File: config.mk
export PLATFORM = sky130hd
export DESIGN_NAME = ex_operand_stage
export DESIGN_NICKNAME = d
export VERILOG_FILES = /design/src/rtl/ex_operand_stage.sv
export SDC_FILE = /design/constraint.sdc
export NUM_CORES = 1
export LEC_CHECK = 0
export ABC_AREA = 1
export BUFFER_PORTS_ARGS = -buffer_cell sky130_fd_sc_hd__buf_2
export CORE_MARGIN = 1.5
export CORE_UTILIZATION = 31
export DETAILED_ROUTE_END_ITERATION = 6
export REMOVE_ABC_BUFFERS = 1
export SYNTH_ARGS = -nofsm -noshare
export SYNTH_HDL_FRONTEND = slang
export SYNTH_SLANG_ARGS = --single-unit
File: constraint.sdc
create_clock -name clk -period 1.3 [get_ports clk]
set_input_delay 0.065 -clock clk [delete_from_list [all_inputs] [get_ports clk]]
set_output_delay 0.065 -clock clk [all_outputs]
set_load 0.005 [all_outputs]
File: src/rtl/ex_operand_stage.sv
// ex_operand_stage: ID/EX pipeline register with load-use hazard detection
// and EX/MEM, MEM/WB operand forwarding for a 5-stage integer pipeline.
module ex_operand_stage #(
    parameter int DATA_W = 32
) (
    input  logic              clk,
    input  logic              rst_n,
    input  logic              stall,
    input  logic              flush,
    input  logic              id_valid,
    input  logic [2:0]        id_alu_op,
    input  logic [DATA_W-1:0] id_rs_data,
    input  logic [DATA_W-1:0] id_rt_data,
    input  logic [DATA_W-1:0] id_imm,
    input  logic [4:0]        id_rs_addr,
    input  logic [4:0]        id_rt_addr,
    input  logic [4:0]        id_rd_addr,
    input  logic              id_alu_src,
    input  logic              id_reg_write,
    input  logic              id_mem_read,
    input  logic              id_mem_write,
    input  logic              id_mem_to_reg,
    input  logic              exmem_reg_write,
    input  logic [4:0]        exmem_rd,
    input  logic [DATA_W-1:0] exmem_result,
    input  logic              memwb_reg_write,
    input  logic [4:0]        memwb_rd,
    input  logic [DATA_W-1:0] memwb_result,
    output logic [2:0]        alu_op,
    output logic [DATA_W-1:0] alu_a,
    output logic [DATA_W-1:0] alu_b,
    output logic [DATA_W-1:0] ex_store_data,
    output logic              ex_valid,
    output logic              ex_reg_write,
    output logic              ex_mem_read,
    output logic              ex_mem_write,
    output logic              ex_mem_to_reg,
    output logic [4:0]        ex_rd_addr,
    output logic              hazard_stall
);

    localparam logic [2:0] ALU_ADD = 3'b010;

    typedef struct packed {
        logic              valid;
        logic [2:0]        alu_op;
        logic [DATA_W-1:0] rs_data;
        logic [DATA_W-1:0] rt_data;
        logic [DATA_W-1:0] imm;
        logic [4:0]        rs_addr;
        logic [4:0]        rt_addr;
        logic [4:0]        rd_addr;
        logic              alu_src;
        logic              reg_write;
        logic              mem_read;
        logic              mem_write;
        logic              mem_to_reg;
    } idex_t;

    // A bubble is a harmless add of zeros with every control cleared.
    function automatic idex_t bubble();
        idex_t b;
        b        = '0;
        b.alu_op = ALU_ADD;
        return b;
    endfunction

    // Youngest writer wins; register 0 is hard-wired and never forwarded.
    function automatic logic [DATA_W-1:0] forward(input logic [4:0]        addr,
                                                  input logic [DATA_W-1:0] reg_data);
        logic [DATA_W-1:0] val;
        val = reg_data;
        if (exmem_reg_write && exmem_rd != 5'd0 && exmem_rd == addr)
            val = exmem_result;
        else if (memwb_reg_write && memwb_rd != 5'd0 && memwb_rd == addr)
            val = memwb_result;
        return val;
    endfunction

    idex_t             entry_q;
    idex_t             entry_d;
    idex_t             id_entry;
    logic [DATA_W-1:0] rs_fwd;
    logic [DATA_W-1:0] rt_fwd;

    // A load in EX whose destination is read by the instruction in ID cannot be
    // forwarded in time, so ID must wait one cycle behind an injected bubble.
    assign hazard_stall = entry_q.valid && entry_q.mem_read && (entry_q.rd_addr != 5'd0)
                        && id_valid
                        && (entry_q.rd_addr == id_rs_addr || entry_q.rd_addr == id_rt_addr);

    // Pack the ID inputs; an invalid ID slot loads as a bubble so it can never
    // raise a control output.
    always_comb begin
        // NOTE: the default first keeps every path assigned, so no latch is inferred.
        id_entry = bubble();
        if (id_valid) begin
            id_entry.valid      = 1'b1;
            id_entry.alu_op     = id_alu_op;
            id_entry.rs_data    = id_rs_data;
            id_entry.rt_data    = id_rt_data;
            id_entry.imm        = id_imm;
            id_entry.rs_addr    = id_rs_addr;
            id_entry.rt_addr    = id_rt_addr;
            id_entry.rd_addr    = id_rd_addr;
            id_entry.alu_src    = id_alu_src;
            id_entry.reg_write  = id_reg_write;
            id_entry.mem_read   = id_mem_read;
            id_entry.mem_write  = id_mem_write;
            id_entry.mem_to_reg = id_mem_to_reg;
        end
    end

    // Next-entry selection: flush beats stall beats load-use bubble beats load.
    always_comb begin
        entry_d = entry_q;
        if (flush)             entry_d = bubble();
        else if (stall)        entry_d = entry_q;
        else if (hazard_stall) entry_d = bubble();
        else                   entry_d = id_entry;
    end

    // ID/EX register; reset drops the held entry immediately.
    always_ff @(posedge clk or negedge rst_n) begin
        // NOTE: non-blocking assignment so every flop samples pre-edge values.
        if (!rst_n) entry_q <= bubble();
        else        entry_q <= entry_d;
    end

    // Operand forwarding and EX-facing outputs, all zero-latency from the register.
    always_comb begin
        rs_fwd        = forward(entry_q.rs_addr, entry_q.rs_data);
        rt_fwd        = forward(entry_q.rt_addr, entry_q.rt_data);
        alu_a         = rs_fwd;
        alu_b         = entry_q.alu_src ? entry_q.imm : rt_fwd;
        ex_store_data = rt_fwd;
        alu_op        = entry_q.alu_op;
        ex_valid      = entry_q.valid;
        ex_reg_write  = entry_q.reg_write;
        ex_mem_read   = entry_q.mem_read;
        ex_mem_write  = entry_q.mem_write;
        ex_mem_to_reg = entry_q.mem_to_reg;
        ex_rd_addr    = entry_q.rd_addr;
    end

endmodule
==> Implementation_results.wiki, run 1 <==
{| class="wikitable"
! Metric !! Value
|-
| Leak Pwr || ~0.0073 uW
|-
| Number of failing setup endpoints in the final timing report || around 220
|-
| Number of nets in the layout || between 1.5k and 2k
|-
| Worst endpoint data arrival time || between 2 and 2.5 ns
|-
| RSZ-0062 raised after global routing || true
|-
| H-Tree Depth || 4
|-
| Cell depth of the worst hold path || 4
|-
| Via count of the first global-routing pass || between 9k and 10k
|-
| Final worst-path cycle share || 167.8%
|-
| Hold EP || entry_q[12]$_DFFE_PN0P_
|-
| Final number of hold-violating endpoints || 0
|-
| Synthesized-area fraction occupied by xor and xnor cells || 2.617%
|-
| R2r worst-path depth || 10
|-
| WS Path Type || reg -> out
|-
| Root cell of the clock tree || sky130_fd_sc_hd__clkbuf_16
|-
| Fillcell total || about 2.1k
|-
| DRC violation count after routing || 0
|-
| Number of standard cells in the final layout excluding fillers || between 1.5k and 2k
|-
| Mux contribution to synthesized area || 0%
|-
| Maximum frequency from static timing analysis || between 400 and 500 MHz
|-
| Max Buffers Root-to-Sink || 2
|-
| Pin count of the biggest net entering global routing || 56
|-
| Initial antenna violation count || 1
|-
| Seq cells post-synth || between 100 and 150
|-
| Iteration count of the initial detailed-routing pass || 6
|-
| Slew HR || 66.32%
|-
| Number of I/O port buffers || 309
|-
| Clock tree from TritonCTS || done
|-
| Max Cap Violations || 0
|-
| Share of the synthesized area in compound gates (AO/OA/AOI/OAI) || under 10%
|-
| Reg-to-Reg Start || ex_rd_addr[1]$_DFFE_PN0P_
|-
| Count of mapped cells out of synthesis || about 1.1k
|-
| Number of rows in the core area || 57
|-
| P per Cell Area || 843.5 mW/mm^2
|-
| Number of different library cells in the post-synthesis netlist || 26
|-
| Avg Synthesized Cell Area || 6.936 sq um
|-
| Overall track demand over capacity in global routing || a little over a quarter
|-
| Placer Congestion || 0.8852
|-
| Hpwl dp || between 20 and 25 mm
|-
| Sink count of the clock tree || 120
|-
| Cell count after placement || ~1.7k
|-
| Largest reg by FF count || entry_q
|-
| Global-route congestion overflow total || 0
|-
| Data required time of the critical path || 1.24 ns
|-
| Die X || ~160 um
|-
| Total Negative Setup Slacks || -116.24 ns
|-
| Simple-gate share of the synthesized area || between 40% and 50%
|-
| Seq. cell area || 0.003008 sq mm
|-
| Type of element capturing the critical path || primary output
|-
| Failing checks || setup timing
|-
| Post-synthesis cell area || 0.007699 sq mm
|-
| Worst Setup Slack, final || -0.8814 ns
|-
| Max-slew violations || 0
|-
| Core outline area || between 0.02 and 0.025 sq mm
|-
| Clock network power share || 44.5%
|-
| ANT nets after route || 0
|-
| Min-delay worst type || in -> reg
|-
| Worst Tran Pin Value || approximately 0.5 ns
|-
| Footprint of the multi-input gates || between 0.005 and 0.006 sq mm
|-
| Leading cell type in the layout, fill and taps excluded || sky130_fd_sc_hd__buf_2
|-
| Chip height || approximately 160 um
|-
| Fin Clk Skew || slightly below 0.01 ns
|-
| Top library cells by usage in the layout, fill and taps aside || sky130_fd_sc_hd__buf_2 (307), sky130_fd_sc_hd__nand2_1 (197), sky130_fd_sc_hd__nand3_1 (197), sky130_fd_sc_hd__nand3_2 (148), sky130_fd_sc_hd__dlygate4sd3_1 (118)
|-
| Kind of start point of the critical path || flop
|-
| Clock latency at the later pin of the worst-skew pair || around 0.42 ns
|-
| P_int || ~8400 uW
|-
| Largest family of logic cells by synthesized area || simple AND/OR/NAND/NOR gates
|-
| Start point of the worst min-delay path || id_rt_addr[2]
|-
| Max reg flops || approximately 110
|-
| Effective utilization at floorplan || a little under a third
|-
| Worst vdd ir || around 610 uV
|-
| Run status || finished, violations left
|-
| Adder and majority cell fraction of the synthesized area || 0%
|-
| Wire length after detailed routing || about 38 mm
|-
| DR vias || a little over 10k
|-
| Part of the power in registers || 33.8%
|-
| First-pass GRT wire length || 53.03 mm
|-
| Layout cell share with drive strength beyond 1 || ~45%
|-
| Routed wire per std cell || ~20 um
|-
| Clk pin slew, worst setup/hold paths || approximately 0.06 ns
|-
| Number of buffers created by CTS || 17
|-
| Area of the die || 0.02579 sq mm
|-
| Reg2Reg Capture Point || entry_q[53]$_DFFE_PN0P_
|-
| First-iteration detailed-routing DRC count || between 800 and 900
|-
| Number of synthesis warnings || 0
|-
| Time the final worst path needs with I/O delays and setup || ~2.2 ns
|-
| Io pins || 310
|-
| Switching power summed over all nets || roughly 3300 uW
|-
| Gate power share || a little over a fifth
|-
| Vias per inst || ~5.4
|-
| Switching fraction of total power || 28.55%
|-
| Area Growth Syn to Fin || 80.22%
|-
| Max FO, Critical Path || 8
|-
| Worst R2R Setup Slack || -0.42 ns
|-
| Part of the Yosys area used for sequential elements || around two fifths
|}
worst max path at each step:
stage,startpoint,end,slack [ns],depth (start not counted)
6_report,entry_q[15]$_DFFE_PN0P_,alu_a[13],-0.88,8
5_1_grt,entry_q[16]$_DFFE_PN0P_,alu_a[18],-0.97,10
4_1_cts,entry_q[10]$_DFFE_PN0P_,alu_b[9],-0.82,8
3_5_place_dp,entry_q[10]$_DFFE_PN0P_,alu_b[9],-0.41,9
3_3_place_gp,entry_q[13]$_DFFE_PN0P_,ex_store_data[30],-0.38,7
2_1_floorplan,flush,entry_q[10]$_DFFE_PN0P_,-2.41,5
cell families after synthesis:
family / after synthesis
buffers and inverters: 212
and+or+nand+nor: 674
DFF: 120
xor gates and xnor gates: 23
AOI/OAI and AO/OA: 81
metal layers:
metal	vias to the layer above	wire [um]	track usage, %
met5	-	0	0
met4	0	1768	14.44
met3	139	2654	4.287
met2	608	18570	45.38
met1	4891	15080	32.28
li1	4625	-	-
power groups by stage:
| stage | clock [uW] | combinational (uW) | sequential, uW |
|---|---|---|---|
| detailed placement | 0 | 1910 | 4020 |
| CTS | 5260 | 2260 | 3960 |
| floorplan | 0 | 723 | 4010 |
| global placement | 0 | 1900 | 4020 |
| finish | 5210 | 2530 | 3960 |
| global route | 5410 | 2720 | 3980 |
synthesized netlist by cell type (all sizes together):
library cell | instances | area [sq um]
nand3 | 358 | 1797
nand2 | 231 | 877.1
dfrtp | 119 | 2978
inv | 116 | 435.4
o21ai | 79 | 395.4
buf | 60 | 324.1
clkbuf | 36 | 135.1
nand4 | 34 | 212.7
and2 | 32 | 200.2
nor2 | 15 | 66.31
xor2 | 14 | 122.6
xnor2 | 9 | 78.83
nor3 | 3 | 31.28
a21oi | 1 | 5.000
dfstp | 1 | 26.28
nand3b | 1 | 7.510
o22ai | 1 | 6.260
per-stage QoR:
stage / hold slack, ns / setup WS, ns / power, uW / util (%) / instance area [sq um]
final: 0.04038 / -0.8814 / 11700 / 57.05 / 13870
after global routing: 0.05885 / -0.9703 / 12100 / 57.05 / 13870
after CTS: 0.01617 / -0.8193 / 11470 / 50.69 / 12330
after detailed placement: -0.003882 / -0.4109 / 5930 / 41.06 / 9985
after global placement: -0.004942 / -0.3787 / 5918 / 41.06 / 9985
after floorplan: -0.2306 / -2.412 / 4736 / - / 7239
worst max-delay path, stage by stage (launching register included):
cell                      delay (ns)
sky130_fd_sc_hd__dfrtp_1        0.41
sky130_fd_sc_hd__xnor2_1        0.18
sky130_fd_sc_hd__nand2_1        0.13
sky130_fd_sc_hd__nor3_4         0.27
sky130_fd_sc_hd__buf_6          0.16
sky130_fd_sc_hd__nand2_8        0.08
sky130_fd_sc_hd__buf_12         0.17
sky130_fd_sc_hd__o21ai_2        0.15
sky130_fd_sc_hd__buf_2          0.14
final cells by class:
type                    instances  area share (%)
inverters                     116           3.138
clock inverters                12           1.244
diodes                          1         0.01804
well taps                     324           2.922
clock buffers                  20           3.364
multi-input cells             779           36.15
flip-flops and latches        120           21.68
repair buffers                543           31.48
what timing repair did:
| action | CTS | global route |
|---|---|---|
| gates cloned | 4 | 16 |
| endpoints found under the hold margin | 236 | 0 |
| setup endpoints to repair | 217 | 217 |
| pin swaps | 8 | 40 |
| buffers inserted | 9 | 25 |
| hold buffers | 118 | 0 |
| gates resized for setup | 90 | 235 |
Note: power is estimated with default switching activity, not from simulation.
==> inputs of run 2 (changes only) <==
--- a/config.mk
+++ b/config.mk
@@ -11,6 +11,7 @@
 export CORE_UTILIZATION = 31
 export DETAILED_ROUTE_END_ITERATION = 6
 export REMOVE_ABC_BUFFERS = 1
+export SKIP_LAST_GASP = 1
 export SYNTH_ARGS = -nofsm -noshare
 export SYNTH_HDL_FRONTEND = slang
 export SYNTH_SLANG_ARGS = --single-unit
==> run 2 against run 1 <==
The flow still finishes with violations (setup timing); total power shrank 1.2%; global-route usage fell by 0.39 points; largest power group unchanged; utilization fell by 2.1 points; highest routed layer unchanged; cell area shrank 3.6%; maximum frequency increased by 2.5%.
==> Implementation_results.wiki, run 2 (synthesized netlist as in run 1, its figures left out) <==
{| class="wikitable"
! Metric !! Value
|-
| Gate power share || 20.9% (-0.8 points)
|-
| Slew HR || 66.00% (-0.32 points)
|-
| Top Usage Layer GRT || met2
|-
| Kind of start point of the critical path || flop
|-
| Switching power summed over all nets || 3247 uW (-2.8%)
|-
| Max reg flops || 107 (unchanged)
|-
| Seq. cell area || 0.003008 sq mm (unchanged)
|-
| Max Cap Violations || 0 (unchanged)
|-
| Area Growth Syn to Fin || 73.74%
|-
| Min-delay worst type || in -> reg
|-
| Number of standard cells in the final layout excluding fillers || 1905 (-0.52%)
|-
| Largest reg by FF count || entry_q
|-
| Initial antenna violation count || 1 (unchanged)
|-
| Part of the power in registers || 34.2% (+0.4 points)
|-
| Clock network power share || 44.8% (+0.3 points)
|-
| Cell count after placement || 1712 (unchanged)
|-
| ANT nets after route || 0 (unchanged)
|-
| Core outline area || 0.02432 sq mm (unchanged)
|-
| RSZ-0062 raised after global routing || true
|-
| Number of failing setup endpoints in the final timing report || 217 (unchanged)
|-
| Overall power consumption || 11570 uW (-1.2%)
|-
| Clock tree from TritonCTS || done
|-
| Maximum frequency from static timing analysis || 469.7 MHz (+2.5%)
|-
| First-pass GRT wire length || 52.45 mm (-1.1%)
|-
| H-Tree Depth || 4 (unchanged)
|-
| First-iteration detailed-routing DRC count || 776 (-11%)
|-
| Sink count of the clock tree || 120 (unchanged)
|-
| Met1 Usage GRT || 32.49% (+0.21 points)
|-
| Cell at the slowest stage of the critical path || sky130_fd_sc_hd__dfrtp_1
|-
| Io pins || 310 (unchanged)
|-
| Max Buffers Root-to-Sink || 2 (unchanged)
|-
| CP Cell Sequence || xnor2_1 -> nand2_1 -> nor2_4 -> buf_6 -> nand4_1 -> nand3_1 -> nand3_1 -> nand2_1 -> buf_2
|-
| Final worst-path cycle share || 163.8% (-4.0 points)
|-
| Critical path buffer and inverter count || 2 (-1)
|-
| Area of the die || 0.02579 sq mm (unchanged)
|-
| Clk pin slew, worst setup/hold paths || 0.06 ns (about the same)
|-
| Type of element capturing the critical path || primary output
|-
| Effective utilization at floorplan || 31.66% (unchanged)
|-
| Failing checks || setup timing
|-
| Global-route congestion overflow total || 0 (unchanged)
|-
| Critical path's top delay family || simple AND/OR/NAND/NOR gates
|-
| Placer Congestion || 0.8852 (unchanged)
|-
| Root cell of the clock tree || sky130_fd_sc_hd__clkbuf_16
|-
| WS Path Type || reg -> out
|-
| Clock latency at the later pin of the worst-skew pair || 0.41 ns (about the same)
|-
| Overall track demand over capacity in global routing || 26.28% (-0.39 points)
|-
| Via count of the first global-routing pass || 9632 (-1.1%)
|-
| Max incr delay on CP || 0.41 ns (about the same)
|-
| Worst Setup Slack, final || -0.8290 ns (+0.05240 ns)
|-
| Time the final worst path needs with I/O delays and setup || 2.129 ns (-0.05240 ns)
|-
| Die X || 160.6 um (unchanged)
|-
| Vias per inst || 5.262 (-1.8%)
|-
| Iteration count of the initial detailed-routing pass || 6 (unchanged)
|-
| Final number of hold-violating endpoints || 0 (unchanged)
|-
| Top library cells by usage in the layout, fill and taps aside || sky130_fd_sc_hd__buf_2 (307), sky130_fd_sc_hd__nand3_1 (233), sky130_fd_sc_hd__nand2_1 (221), sky130_fd_sc_hd__dlygate4sd3_1 (118), sky130_fd_sc_hd__dfrtp_1 (116)
|-
| Leading cell type in the layout, fill and taps excluded || sky130_fd_sc_hd__buf_2
|-
| Fin Clk Skew || 0.006776 ns (-0.002853 ns)
|-
| Pin count of the biggest net entering global routing || 56 (unchanged)
|-
| Layout cell share with drive strength beyond 1 || 39.56% (-5.0 points)
|-
| Met3 Use GR || 3.926% (-0.36 points)
|-
| Fillcell total || 2182 (+3.4%)
|-
| Number of I/O port buffers || 309 (unchanged)
|-
| Worst Tran Pin Value || 0.5099 ns (+0.004788 ns)
|-
| Leak Pwr || 0.007045 uW (-3.2%)
|-
| Number of buffers created by CTS || 17 (unchanged)
|-
| P_int || 8319 uW (-0.52%)
|-
| Worst endpoint data arrival time || 2.06 ns (-0.06 ns)
|-
| GR Util met2 || 44.39% (-0.98 points)
|-
| Worst vdd ir || 602.3 uV (-0.80%)
|-
| Wire length after detailed routing || 36.26 mm (-4.8%)
|-
| DR vias || 10.02k (-2.3%)
|-
| Data required time of the critical path || 1.24 ns (about the same)
|-
| Switching fraction of total power || 28.08% (-0.47 points)
|-
| Hpwl dp || 22.03 mm (unchanged)
|-
| P per Cell Area || 864.7 mW/mm^2 (+2.5%)
|-
| Routed wire per std cell || 19.03 um (-4.3%)
|-
| DRC violation count after routing || 0 (unchanged)
|-
| Number of nets in the layout || 1767 (-0.56%)
|-
| Max-slew violations || 0 (unchanged)
|-
| Max FO, Critical Path || 19 (+11)
|-
| Chip height || 160.6 um (unchanged)
|-
| Number of rows in the core area || 57 (unchanged)
|-
| Run status || finished, violations left
|-
| Footprint of the multi-input gates || 0.004682 sq mm (-6.7%)
|}
-- run 2: changes by cell type in the layout (fill, tap and decap cells not counted), moves of 2 or more --
| cell | previous run | this run |
|---|---|---|
| sky130_fd_sc_hd__and2_1 | 29 | 32 |
| sky130_fd_sc_hd__and2_4 | 3 | 0 |
| sky130_fd_sc_hd__buf_12 | 31 | 28 |
| sky130_fd_sc_hd__buf_4 | 48 | 45 |
| sky130_fd_sc_hd__buf_6 | 17 | 19 |
| sky130_fd_sc_hd__buf_8 | 8 | 6 |
| sky130_fd_sc_hd__clkbuf_16 | 28 | 25 |
| sky130_fd_sc_hd__nand2_1 | 197 | 221 |
| sky130_fd_sc_hd__nand2_2 | 31 | 7 |
| sky130_fd_sc_hd__nand3_1 | 197 | 233 |
| sky130_fd_sc_hd__nand3_2 | 148 | 113 |
| sky130_fd_sc_hd__o21ai_1 | 48 | 57 |
| sky130_fd_sc_hd__o21ai_2 | 28 | 21 |
-- run 2: path summary, 6_finish.rpt --
kind                                                start                        end  slack, ns  cells past startpoint
worst max-delay path              entry_q[10]$_DFFE_PN0P_                   alu_b[9]      -0.83                      9
worst min-delay path                        id_rt_addr[2]    entry_q[12]$_DFFE_PN0P_       0.05                      4
max in group asynchronous                           rst_n    entry_q[48]$_DFFE_PN0P_       0.61                      3
worst min register to register    entry_q[80]$_DFFE_PN0P_    entry_q[80]$_DFFE_PN0P_       0.50                      2
min in group asynchronous                           rst_n  ex_rd_addr[0]$_DFFE_PN0P_       0.16                      2
worst max register to register  ex_rd_addr[1]$_DFFE_PN0P_    entry_q[75]$_DFFE_PN0P_      -0.43                     10
-- run 2: timing repair --
action	4_1_cts	5_1_grt
buffers inserted	9	20
hold endpoints to repair	236	0
hold buffers	118	0
pin swaps	8	40
resized for setup	36	204
endpoints found under the setup margin	217	217
gates cloned	4	11
-- run 2: through the flow --
stage | cell area, sq um | hold WS [ns] | TNS (ns) | utilization (%) | setup WS (ns)
floorplan | 7239 | -0.2306 | -374.11 | - | -2.412
global placement | 9985 | -0.004942 | -57.57 | 41.06 | -0.3787
detailed placement | 9985 | -0.003882 | -56.26 | 41.06 | -0.4109
CTS | 12120 | 0.01612 | -110.37 | 49.85 | -0.8193
global route | 13380 | 0.05932 | -135.05 | 55.00 | -0.9673
finish | 13380 | 0.05439 | -112.07 | 55.00 | -0.8290
-- run 2: layer usage --
metal | vias to the layer above | wire [um]
met2 | 530 | 17830
met4 | 0 | 1606
met5 | - | 0
met1 | 4776 | 14530
met3 | 122 | 2288
li1 | 4596 | -
-- run 2: final cells by class --
class,count,share of cell area (%)
inverters,116,3.255
clock inverters,12,1.291
multi-input cells,778,35.00
diodes,1,0.01871
clock buffers,20,3.489
flip-flops and latches,120,22.49
well taps,324,3.031
repair buffers,534,31.42
-- run 2: worst reg2reg max path: stages, from the launching register on --
cell and delay [ns]:
sky130_fd_sc_hd__dfrtp_2 0.44, sky130_fd_sc_hd__xor2_1 0.15, sky130_fd_sc_hd__nor2_1 0.12, sky130_fd_sc_hd__nand3_1 0.10, sky130_fd_sc_hd__nand2_2 0.09, sky130_fd_sc_hd__nand2_4 0.09, sky130_fd_sc_hd__buf_12 0.16, sky130_fd_sc_hd__buf_12 0.14
sky130_fd_sc_hd__clkbuf_16 0.17, sky130_fd_sc_hd__nand3_2 0.06, sky130_fd_sc_hd__nand2_1 0.07
-- run 2: power groups by stage --
stage          registers (uW)  clock network [uW]  logic (uW)
6_report                 3960                5190        2420
3_5_place_dp             4020                   0        1910
2_1_floorplan            4010                   0         723
5_1_grt                  3970                5420        2610
4_1_cts                  3950                5260        2230
3_3_place_gp             4020                   0        1900
==> inputs of run 3 (changes only) <==
--- a/config.mk
+++ b/config.mk
@@ -10,6 +10,7 @@
 export CORE_MARGIN = 1.5
 export CORE_UTILIZATION = 31
 export DETAILED_ROUTE_END_ITERATION = 6
+export HOLD_SLACK_MARGIN = 0.06
 export REMOVE_ABC_BUFFERS = 1
 export SKIP_LAST_GASP = 1
 export SYNTH_ARGS = -nofsm -noshare
==> constraint.sdc (replaced) <==
create_clock -name clk -period 2 [get_ports clk]
set_input_delay 0.1 -clock clk [delete_from_list [all_inputs] [get_ports clk]]
set_output_delay 0.1 -clock clk [all_outputs]
set_load 0.005 [all_outputs]
==> run 3 against run 2 <==
The run still ends with setup timing left; combinational power fell by 40%; clock power fell by 36%; critical path depth did not move; sequential share of layout area rose by 2.6 points; global-route usage fell by 0.86 points; die area did not move; critical path type unchanged; highest routed layer unchanged.
==> Implementation_results.wiki, run 3 (synthesized netlist as in run 1, its figures left out) <==
{| class="wikitable"
! Metric !! Value
|-
| Dominant cell type by count on the critical path || sky130_fd_sc_hd__nand3_1
|-
| Leading cell type in the layout, fill and taps excluded || sky130_fd_sc_hd__nand3_1
|-
| Via count of the first global-routing pass || 9360 (-2.8%)
|-
| P per Cell Area || 616.1 mW/mm^2 (-29%)
|-
| Max incr delay on CP || 0.42 ns (about the same)
|-
| Number of buffers created by CTS || 17 (unchanged)
|-
| Largest reg by FF count || entry_q
|-
| Data required time of the critical path || 1.90 ns (+0.66 ns)
|-
| DRC violation count after routing || 0 (unchanged)
|-
| Worst Tran Pin Value || 0.5800 ns (+0.07003 ns)
|-
| Final number of hold-violating endpoints || 0 (unchanged)
|-
| Number of failing setup endpoints in the final timing report || 96 (-56%)
|-
| Kind of start point of the critical path || flop
|-
| Clock latency at the later pin of the worst-skew pair || 0.42 ns (about the same)
|-
| Root cell of the clock tree || sky130_fd_sc_hd__clkbuf_16
|-
| Core outline area || 0.02432 sq mm (unchanged)
|-
| Area of the die || 0.02579 sq mm (unchanged)
|-
| Failing checks || setup timing
|-
| Min-delay worst type || in -> async
|-
| Io pins || 310 (unchanged)
|-
| Pin count of the biggest net entering global routing || 79 (+41%)
|-
| Worst endpoint data arrival time || 2.07 ns (about the same)
|-
| Global-route congestion overflow total || 0 (unchanged)
|-
| H-Tree Depth || 4 (unchanged)
|-
| Worst Setup Slack, final || -0.1741 ns (+0.6549 ns)
|-
| DR vias || 9625 (-4.0%)
|-
| Time the final worst path needs with I/O delays and setup || around 2.2 ns
|-
| Initial antenna violation count || 2 (+1)
|-
| Max Buffers Root-to-Sink || 2 (unchanged)
|-
| Fillcell total || 2396 (+9.8%)
|-
| Fin Clk Skew || 0.01196 ns (+0.005180 ns)
|-
| Overall track demand over capacity in global routing || 25.42% (-0.86 points)
|-
| Setup WS pre-CTS || 0.2643 ns (+0.6752 ns)
|-
| Number of rows in the core area || 57 (unchanged)
|-
| Placer Congestion || 0.8740 (-1.3%)
|-
| CP Cell Sequence || xnor2_1 -> nand2_1 -> nor3_4 -> buf_4 -> clkbuf_16 -> nand3_1 -> nand3_1 -> o21ai_1 -> buf_2
|-
| Number of standard cells in the final layout excluding fillers || 1860 (-2.4%)
|-
| Type of element capturing the critical path || primary output
|-
| Maximum frequency from static timing analysis || ~460 MHz
|-
| Layout cell share with drive strength beyond 1 || 28.16% (-11 points)
|-
| Final worst-path cycle share || 108.7%
|-
| Number of nets in the layout || 1721 (-2.6%)
|-
| Top library cells by usage in the layout, fill and taps aside || sky130_fd_sc_hd__nand3_1 (349), sky130_fd_sc_hd__buf_2 (307), sky130_fd_sc_hd__nand2_1 (226), sky130_fd_sc_hd__dlygate4sd3_1 (123), sky130_fd_sc_hd__dfrtp_1 (116)
|-
| Max FO, Critical Path || 16 (-3)
|-
| Vias per inst || 5.175 (-1.7%)
|-
| Die X || 160.6 um (unchanged)
|-
| Clock tree from TritonCTS || done
|-
| WS Path Type || reg -> out
|-
| Run status || finished, violations left
|-
| Area Growth Syn to Fin || 55.55%
|-
| First-pass GRT wire length || 50.84 mm (-3.1%)
|-
| ANT nets after route || 0 (unchanged)
|-
| Max-slew violations || 0 (unchanged)
|-
| Slew HR || 61.34% (-4.7 points)
|-
| Hpwl dp || 21.46 mm (-2.6%)
|-
| Max reg flops || 107 (unchanged)
|-
| Sink count of the clock tree || 120 (unchanged)
|-
| First-iteration detailed-routing DRC count || 909 (+17%)
|-
| Clk pin slew, worst setup/hold paths || 0.06 ns (about the same)
|-
| RSZ-0062 raised after global routing || true
|-
| Number of I/O port buffers || 309 (unchanged)
|-
| Max Cap Violations || 0 (unchanged)
|-
| Routed wire per std cell || 18.51 um (-2.7%)
|-
| Wire length after detailed routing || 34.43 mm (-5.0%)
|-
| Iteration count of the initial detailed-routing pass || 5 (-1)
|-
| Chip height || 160.6 um (unchanged)
|-
| Worst vdd ir || 427.1 uV (-29%)
|-
| Cell count after placement || 1683 (-1.7%)
|-
| Overall power consumption || 7378 uW (-36%)
|-
| Leak Pwr || 0.006575 uW (-6.7%)
|-
| Cell at the slowest stage of the critical path || sky130_fd_sc_hd__dfrtp_1
|-
| Effective utilization at floorplan || 31.66% (unchanged)
|}
==> run 3: changes by cell type in the layout (fill, tap and decap cells not counted), sizes merged <==
cell         before  now
buf             408  360
diode             1    2
clkinv            6    5
clkbuf           28   26
dlygate4sd3     118  123
==> run 3: worst paths after layout <==
kind,depth (start not counted),start,to,slack (ns)
setup / recovery,9,entry_q[15]$_DFFE_PN0P_,alu_a[4],-0.17
min in group clk,6,id_valid,ex_mem_read$_DFFE_PN0P_,0.34
hold reg to reg,2,entry_q[60]$_DFFE_PN0P_,entry_q[60]$_DFFE_PN0P_,0.51
max in group asynchronous,3,rst_n,entry_q[80]$_DFFE_PN0P_,1.16
setup reg to reg,10,ex_rd_addr[1]$_DFFE_PN0P_,entry_q[98]$_DFFE_PN0P_,0.10
hold / removal,2,rst_n,ex_rd_addr[0]$_DFFE_PN0P_,0.20
==> run 3: power breakdown <==
part           internal (uW)  total (uW)  switching [uW]
Clock                   2150        3340            1190
Sequential              2520        2570            51.9
Combinational            661        1460             802
Total                   5340        7380            2040
==> run 3: final cells by class <==
cell class / count / area (sq um) / share of cell area, %
Clock buffer: 21 / 460.4 / 3.845
Inverter: 116 / 435.4 / 3.636
Timing Repair Buffer: 488 / 3566 / 29.78
Multi-Input combinational cell: 778 / 3924 / 32.77
Antenna cell: 2 / 5.005 / 0.04179
Tap cell: 324 / 405.4 / 3.385
Sequential cell: 120 / 3008 / 25.12
Clock inverter: 11 / 171.4 / 1.431
==> run 3: metrics by stage <==
step	instance area (sq um)	hold slack (ns)	setup TNS, ns	utilization (%)
2_1_floorplan	7239	-0.1956	-229.84	-
3_5_place_dp	9679	0.1077	0	39.80
5_1_grt	11970	0.2575	-20.50	49.23
3_3_place_gp	9679	0.1116	0	39.80
6_report	11980	0.2044	-11.18	49.24
4_1_cts	11690	0.2318	-10.10	48.05
==> run 3: worst max-delay path, delay by kind of cell (launching register included) <==
kind,cells,cell delay (ns)
AND/OR/NAND/NOR,4,0.52
buffers and inverters,3,0.49
flip-flops,1,0.42
XOR/XNOR,1,0.15
AO/OA/AOI/OAI,1,0.08
==> run 3: per-layer routing <==
| metal | GRT usage [%] | part of all wire [%] | vias up |
|---|---|---|---|
| li1 | - | - | 4514 |
| met1 | 31.51 | 41 | 4571 |
| met2 | 43.74 | 49 | 456 |
| met3 | 3.538 | 6.7 | 84 |
| met4 | 11.68 | 3.2 | 0 |
| met5 | 0 | 0 | - |
==> run 3: timing repair <==
action,CTS,global route
hold buffers,123,0
gates cloned,0,5
setup endpoints to repair,97,97
hold endpoints to repair,170,0
pin swaps,1,5
buffers inserted,2,13
gates resized for setup,26,15
